<file path="config.mk">
export PLATFORM = sky130hd
export DESIGN_NAME = vend_controller
export DESIGN_NICKNAME = d
export VERILOG_FILES = /design/src/rtl/vend_pkg.sv /design/src/rtl/vend_payout.sv /design/src/rtl/vend_controller.sv
export SDC_FILE = /design/constraint.sdc
export NUM_CORES = 1
export LEC_CHECK = 0
export BUFFER_PORTS_ARGS = -buffer_cell sky130_fd_sc_hd__buf_2
export CELL_PAD_IN_SITES_DETAIL_PLACEMENT = 1
export CELL_PAD_IN_SITES_GLOBAL_PLACEMENT = 1
export CORE_MARGIN = 4
export CORE_UTILIZATION = 43
export CTS_CLUSTER_SIZE = 24
export DETAILED_ROUTE_END_ITERATION = 12
export GPL_ROUTABILITY_DRIVEN = 0
export PLACE_DENSITY = 0.91
export SLEW_MARGIN = 20
export SYNTH_ARGS = -nofsm -noshare
export SYNTH_HDL_FRONTEND = slang
export SYNTH_SLANG_ARGS = --single-unit
</file>
<file path="constraint.sdc">
create_clock -name clk -period 2.8 [get_ports clk]
set_input_delay 0.56 -clock clk [delete_from_list [all_inputs] [get_ports clk]]
set_output_delay 0.56 -clock clk [all_outputs]
set_load 0.02 [all_outputs]
</file>
<file path="src/rtl/vend_pkg.sv">
// vend_pkg: shared state encoding, coin values and slot price lookup
// for the vending machine controller.
package vend_pkg;

    typedef enum logic [1:0] {IDLE, COLLECT, DISP, PAYOUT} state_e;

    localparam int NSLOT   = 4;
    localparam int COIN_P1 = 1;
    localparam int COIN_P5 = 5;

    function automatic int unsigned price_of(input logic [1:0] slot,
                                             input int unsigned p0, p1, p2, p3);
        return slot == 2'd0 ? p0 : slot == 2'd1 ? p1 : slot == 2'd2 ? p2 : p3;
    endfunction

endpackage

</file>
<file path="src/rtl/vend_payout.sv">
// vend_payout: credit register that tracks load_val while start is high and,
// once start drops, counts down one coin per c1 pulse (high one, low one).
module vend_payout #(
    parameter int W = 5
) (
    input  logic         clk,
    input  logic         reset,
    input  logic         start,
    input  logic [W-1:0] load_val,
    output logic         c1,
    output logic [W-1:0] cnt,
    output logic         done
);

    logic [W-1:0] cnt_d, cnt_q;
    logic         c1_d, c1_q;
    logic         fire;

    always_comb begin
        fire  = !start && cnt_q != '0 && !c1_q;
        cnt_d = start ? load_val : fire ? cnt_q - W'(1) : cnt_q;
        c1_d  = fire;
    end

    always_ff @(posedge clk or posedge reset) begin
        if (reset) begin
            cnt_q <= '0;
            c1_q  <= 1'b0;
        end else begin
            cnt_q <= cnt_d;
            c1_q  <= c1_d;
        end
    end

    assign c1   = c1_q;
    assign cnt  = cnt_q;
    assign done = cnt_q == '0;

endmodule

</file>
<file path="src/rtl/vend_controller.sv">
// vend_controller: 4-slot vending sequencer; collects coins, validates selections,
// handshakes with the dispenser and pays change through vend_payout.
module vend_controller
    import vend_pkg::*;
#(
    parameter int unsigned PRICE0      = 3,
    parameter int unsigned PRICE1      = 5,
    parameter int unsigned PRICE2      = 7,
    parameter int unsigned PRICE3      = 9,
    parameter int          CREDIT_W    = 5,
    parameter int unsigned MAX_CREDIT  = 20,
    parameter int unsigned ACK_TIMEOUT = 15
) (
    input  logic                clk,
    input  logic                reset,
    input  logic                p1,
    input  logic                p5,
    input  logic                sel_valid,
    input  logic [1:0]          sel,
    input  logic                cancel,
    input  logic [NSLOT-1:0]    stock_empty,
    input  logic                disp_ack,
    output logic                disp_req,
    output logic [1:0]          disp_slot,
    output logic                c1,
    output logic [CREDIT_W-1:0] credit,
    output logic                deny,
    output logic                coin_rej,
    output logic                fault,
    output logic                busy
);

    localparam int TW = $clog2(ACK_TIMEOUT + 1);

    state_e              st_d, st_q;
    logic [CREDIT_W-1:0] credit_d;
    logic                disp_req_d, disp_req_q;
    logic [1:0]          disp_slot_d, disp_slot_q;
    logic                deny_d, deny_q;
    logic                coin_rej_d, coin_rej_q;
    logic                fault_d, fault_q;
    logic                busy_d, busy_q;
    logic [TW-1:0]       tmr_d, tmr_q;

    logic [CREDIT_W:0]   coin_val, sum;
    logic [CREDIT_W-1:0] sel_price, slot_price;
    logic                coin, fits, sel_ok, pay_done;

    assign coin       = p1 | p5;
    assign coin_val   = (CREDIT_W+1)'(p1 ? COIN_P1 : 0) + (CREDIT_W+1)'(p5 ? COIN_P5 : 0);
    assign sum        = {1'b0, credit} + coin_val;
    assign fits       = sum <= (CREDIT_W+1)'(MAX_CREDIT);
    assign sel_price  = CREDIT_W'(price_of(sel, PRICE0, PRICE1, PRICE2, PRICE3));
    assign slot_price = CREDIT_W'(price_of(disp_slot_q, PRICE0, PRICE1, PRICE2, PRICE3));
    // Price check deliberately uses the pre-coin credit.
    assign sel_ok     = !fault_q && !stock_empty[sel] && credit >= sel_price;

    always_comb begin
        st_d        = st_q;
        credit_d    = credit;
        disp_req_d  = disp_req_q;
        disp_slot_d = disp_slot_q;
        fault_d     = fault_q;
        tmr_d       = tmr_q;
        deny_d      = sel_valid;
        coin_rej_d  = coin && (st_q == DISP || st_q == PAYOUT || !fits);
        if ((st_q == IDLE || st_q == COLLECT) && coin && fits)
            credit_d = sum[CREDIT_W-1:0];
        case (st_q)
            IDLE: st_d = coin && fits ? COLLECT : IDLE;
            COLLECT: begin
                if (cancel) begin
                    st_d   = PAYOUT;
                    deny_d = 1'b0;
                end else if (sel_valid && sel_ok) begin
                    st_d        = DISP;
                    disp_req_d  = 1'b1;
                    disp_slot_d = sel;
                    tmr_d       = '0;
                    deny_d      = 1'b0;
                end
            end
            DISP: begin
                if (disp_ack) begin
                    disp_req_d = 1'b0;
                    credit_d   = credit - slot_price;
                    st_d       = credit_d != '0 ? PAYOUT : IDLE;
                end else if (tmr_q == TW'(ACK_TIMEOUT - 1)) begin
                    disp_req_d = 1'b0;
                    fault_d    = 1'b1;
                    st_d       = PAYOUT;
                end else begin
                    tmr_d = tmr_q + TW'(1);
                end
            end
            default: st_d = pay_done ? IDLE : PAYOUT;
        endcase
        busy_d = st_d == DISP || st_d == PAYOUT;
    end

    always_ff @(posedge clk or posedge reset) begin
        if (reset) begin
            st_q        <= IDLE;
            disp_req_q  <= 1'b0;
            disp_slot_q <= '0;
            deny_q      <= 1'b0;
            coin_rej_q  <= 1'b0;
            fault_q     <= 1'b0;
            busy_q      <= 1'b0;
            tmr_q       <= '0;
        end else begin
            st_q        <= st_d;
            disp_req_q  <= disp_req_d;
            disp_slot_q <= disp_slot_d;
            deny_q      <= deny_d;
            coin_rej_q  <= coin_rej_d;
            fault_q     <= fault_d;
            busy_q      <= busy_d;
            tmr_q       <= tmr_d;
        end
    end

    // The payout block owns the credit register: it follows credit_d outside
    // PAYOUT and counts itself down while paying.
    vend_payout #(.W(CREDIT_W)) u_payout (
        .clk      (clk),
        .reset    (reset),
        .start    (st_q != PAYOUT),
        .load_val (credit_d),
        .c1       (c1),
        .cnt      (credit),
        .done     (pay_done)
    );

    assign disp_req  = disp_req_q;
    assign disp_slot = disp_slot_q;
    assign deny      = deny_q;
    assign coin_rej  = coin_rej_q;
    assign fault     = fault_q;
    assign busy      = busy_q;

endmodule

</file>
==> metrics.cfg <==
[status]
status=complete, no violations

[run]
max-cap-violations=0

[yosys]
synthArstFlopShare=1.00
synth_area_um2=1670
synthFlopType=dfrtp_1
yosysSeqAreaShare=0.270
avgSynthCellArea_um2=8.69
yosys_warnings=0
synth.distinct_cells=52
synth_edf_count=0
ys_ff_latch=18
synth_cells=192
syn-num-nets=222

[timing]
setup_viol=0
rsz0062_at_grt=no
tightest_slew_ns=0.748
fin_crit_sh=0.897
fmax_ghz=0.398
slew_headroom=0.501
post-route-min-period_ns=2.51
drv_slew=0
fin_tns_setup_ns=0
finalHoldViolations=0
skew_ns=0.00412

[die]
dieArea_um2=4940
start_util=0.449
die_w_um=70.3
fp.dieH_um=70.3
core-area_um2=3720
io_pins=26
rows=22

[cts]
htreeDepth=1
clock_latency_ns=0.27
cts_made_buffers=3
cts_sinks=18
cts_setup_buffers=0
clkTransAtPathRegs_ns=0.08
clockBufferDepth=2
cts-resized-gates=0
clockRootBuffer=clkbuf_8
cts_hold_buf=0
cts_tree=built

[routing]
first_pass_iters=4
drc=0
first_iter_violations=210
viasPerCell=6.16
routedWlPerCell_um=18.4
ant_nets=0
vias=1658
routed_wl_um=4950

[setup_path]
reg2reg_to=st_q[0]
required_ns=2.95
r2r_slack_ns=0.29
end_kind=flip-flop
cp.arrival_ns=2.66
reg2reg_from=u_payout.cnt[0]
ff2ff_path_depth=9
crit_fanout=6
cp-start-kind=flip-flop
timing.setup.critical_path_class=flip-flop to flip-flop

[min_path]
min_path_type=input port to async pin

[layout]
seq_area_um2=450
n_fill_cell=481
areaGrowthSynthToFinish_pct=14.7
multiInputGateArea_um2=1120
diodes=0
fin_nets=252
layout-drive-gt1-share=0.195

[global_route]
grt_pass1_wl_um=8460
grt_start_max_net_pins=19
antenna_found_initial=0
gr-total-overflow=0
grt_pass1_vias=1698
grt_util_all_layers=0.209

[power_and_ir_drop]
power_leakage_nw=0.882
ir_drop_mv=0.788
p_total_mw=2.47
power.density_nw_per_um2=1290

[place]
post-dp-hpwl_um=3710
io_buffers=25

[stage by stage]
step / setup slack (ns) / area [µm²] / instances / utilization / hold slack, ns
after floorplan: 0.276 / 1670 / 192 / - / 0.499
after global placement: 0.151 / 1860 / 265 / 0.500 / 0.511
after detailed placement: 0.0409 / 1860 / 265 / 0.500 / 0.522
after CTS: 0.312 / 1910 / 269 / 0.515 / 0.437
after global routing: 0.122 / 1910 / 269 / 0.515 / 0.493
final: 0.288 / 1910 / 269 / 0.515 / 0.411
[synth_stat cells, types with 4 or more instances]
cell type  number  area share
ha_1           15        0.11
and2_1          4       0.015
mux2i_1         4       0.024
inv_1          16       0.036
nor3_1          5       0.015
o21ai_0        10       0.030
a21oi_1        11       0.033
nor2b_1         7       0.026
nand2_1         7       0.016
nor2_1         15       0.034
xnor2_1         4       0.021
nand3_1         8       0.024
or3_1           4       0.015
dfrtp_1        18        0.27
a21o_1          5       0.022
[power breakdown]
group / switching (mW) / internal [mW] / total [mW]
Combinational: 1.04 / 0.676 / 1.71
Sequential: 0.160 / 0.362 / 0.522
Clock: 0.105 / 0.126 / 0.231
[layout by cell type (no fill, tap or decap), types with 3 or more instances in the layout]
cell	instances
nor3b_1	3
nand3_1	8
inv_1	16
a21o_1	5
xnor2_1	4
o21ai_0	10
ha_1	15
clkbuf_8	4
and2_1	4
buf_2	25
buf_4	6
nand2_1	7
a22oi_1	3
mux2i_1	4
or3_1	4
o221ai_1	3
nand4b_1	3
dfrtp_1	18
nor2b_1	7
a21oi_1	11
nor3_1	5
a211oi_1	3
nor2_1	15
[metal layers]
layer | wire [µm] | global-route usage | vias up
met2 | 2410 | 0.348 | 47
met1 | 2270 | 0.286 | 829
met4 | 70 | 0.0638 | 0
met3 | 199 | 0.0158 | 10
li1 | - | - | 772
met5 | 0 | 0 | -
[flip-flops by register name, indices dropped and copies added, names as in the netlist]
| name | count |
|---|---|
| coin_rej | 1 |
| disp_req | 1 |
| deny | 1 |
| fault | 1 |
| u_payout.cnt | 5 |
| disp_slot | 2 |
| u_payout.c1 | 1 |
| busy | 1 |
| tmr_q | 4 |
| st_q | 1 |
[cell type report]
| type | instances | area share |
|---|---|---|
| Multi-Input combinational cell | 152 | 0.584 |
| Sequential cell | 18 | 0.235 |
| Timing Repair Buffer | 31 | 0.0889 |
| Inverter | 16 | 0.0314 |
| Tap cell | 48 | 0.0314 |
| Clock buffer | 4 | 0.0288 |
[kinds of logic (layout without fill, tap and decap cells)]
family                     count (synthesis)  count (layout)  synth area share
and+or+nand+nor                           67              67             0.224
xor gates and xnor gates                   5               5            0.0262
buffers and inverters                     22              51            0.0600
adders and majority gates                 17              17             0.136
DFF                                       18              18             0.270
AOI/OAI and AO/OA                         57              57             0.246
muxes                                      6               6            0.0375
[worst max-delay path, stage by stage (launching register included)]
cell	delay, ns
dfrtp_1	0.36
inv_1	0.12
fa_1	0.41
inv_1	0.07
ha_1	0.24
xnor2_1	0.12
a21o_1	0.23
a21oi_2	0.28
nor2_1	0.12
a2111o_1	0.43
[worst max path at each step]
stage / from / to / cells past startpoint
3_5_place_dp: p5 / st_q[0] / 10
3_3_place_gp: p1 / st_q[0] / 10
4_1_cts: p5 / st_q[0] / 10
5_1_grt: p5 / st_q[0] / 10
2_1_floorplan: u_payout.cnt[0] / st_q[0] / 9
6_report: u_payout.cnt[0] / st_q[0] / 9
No activity file was read; power rests on OpenSTA's default activity.
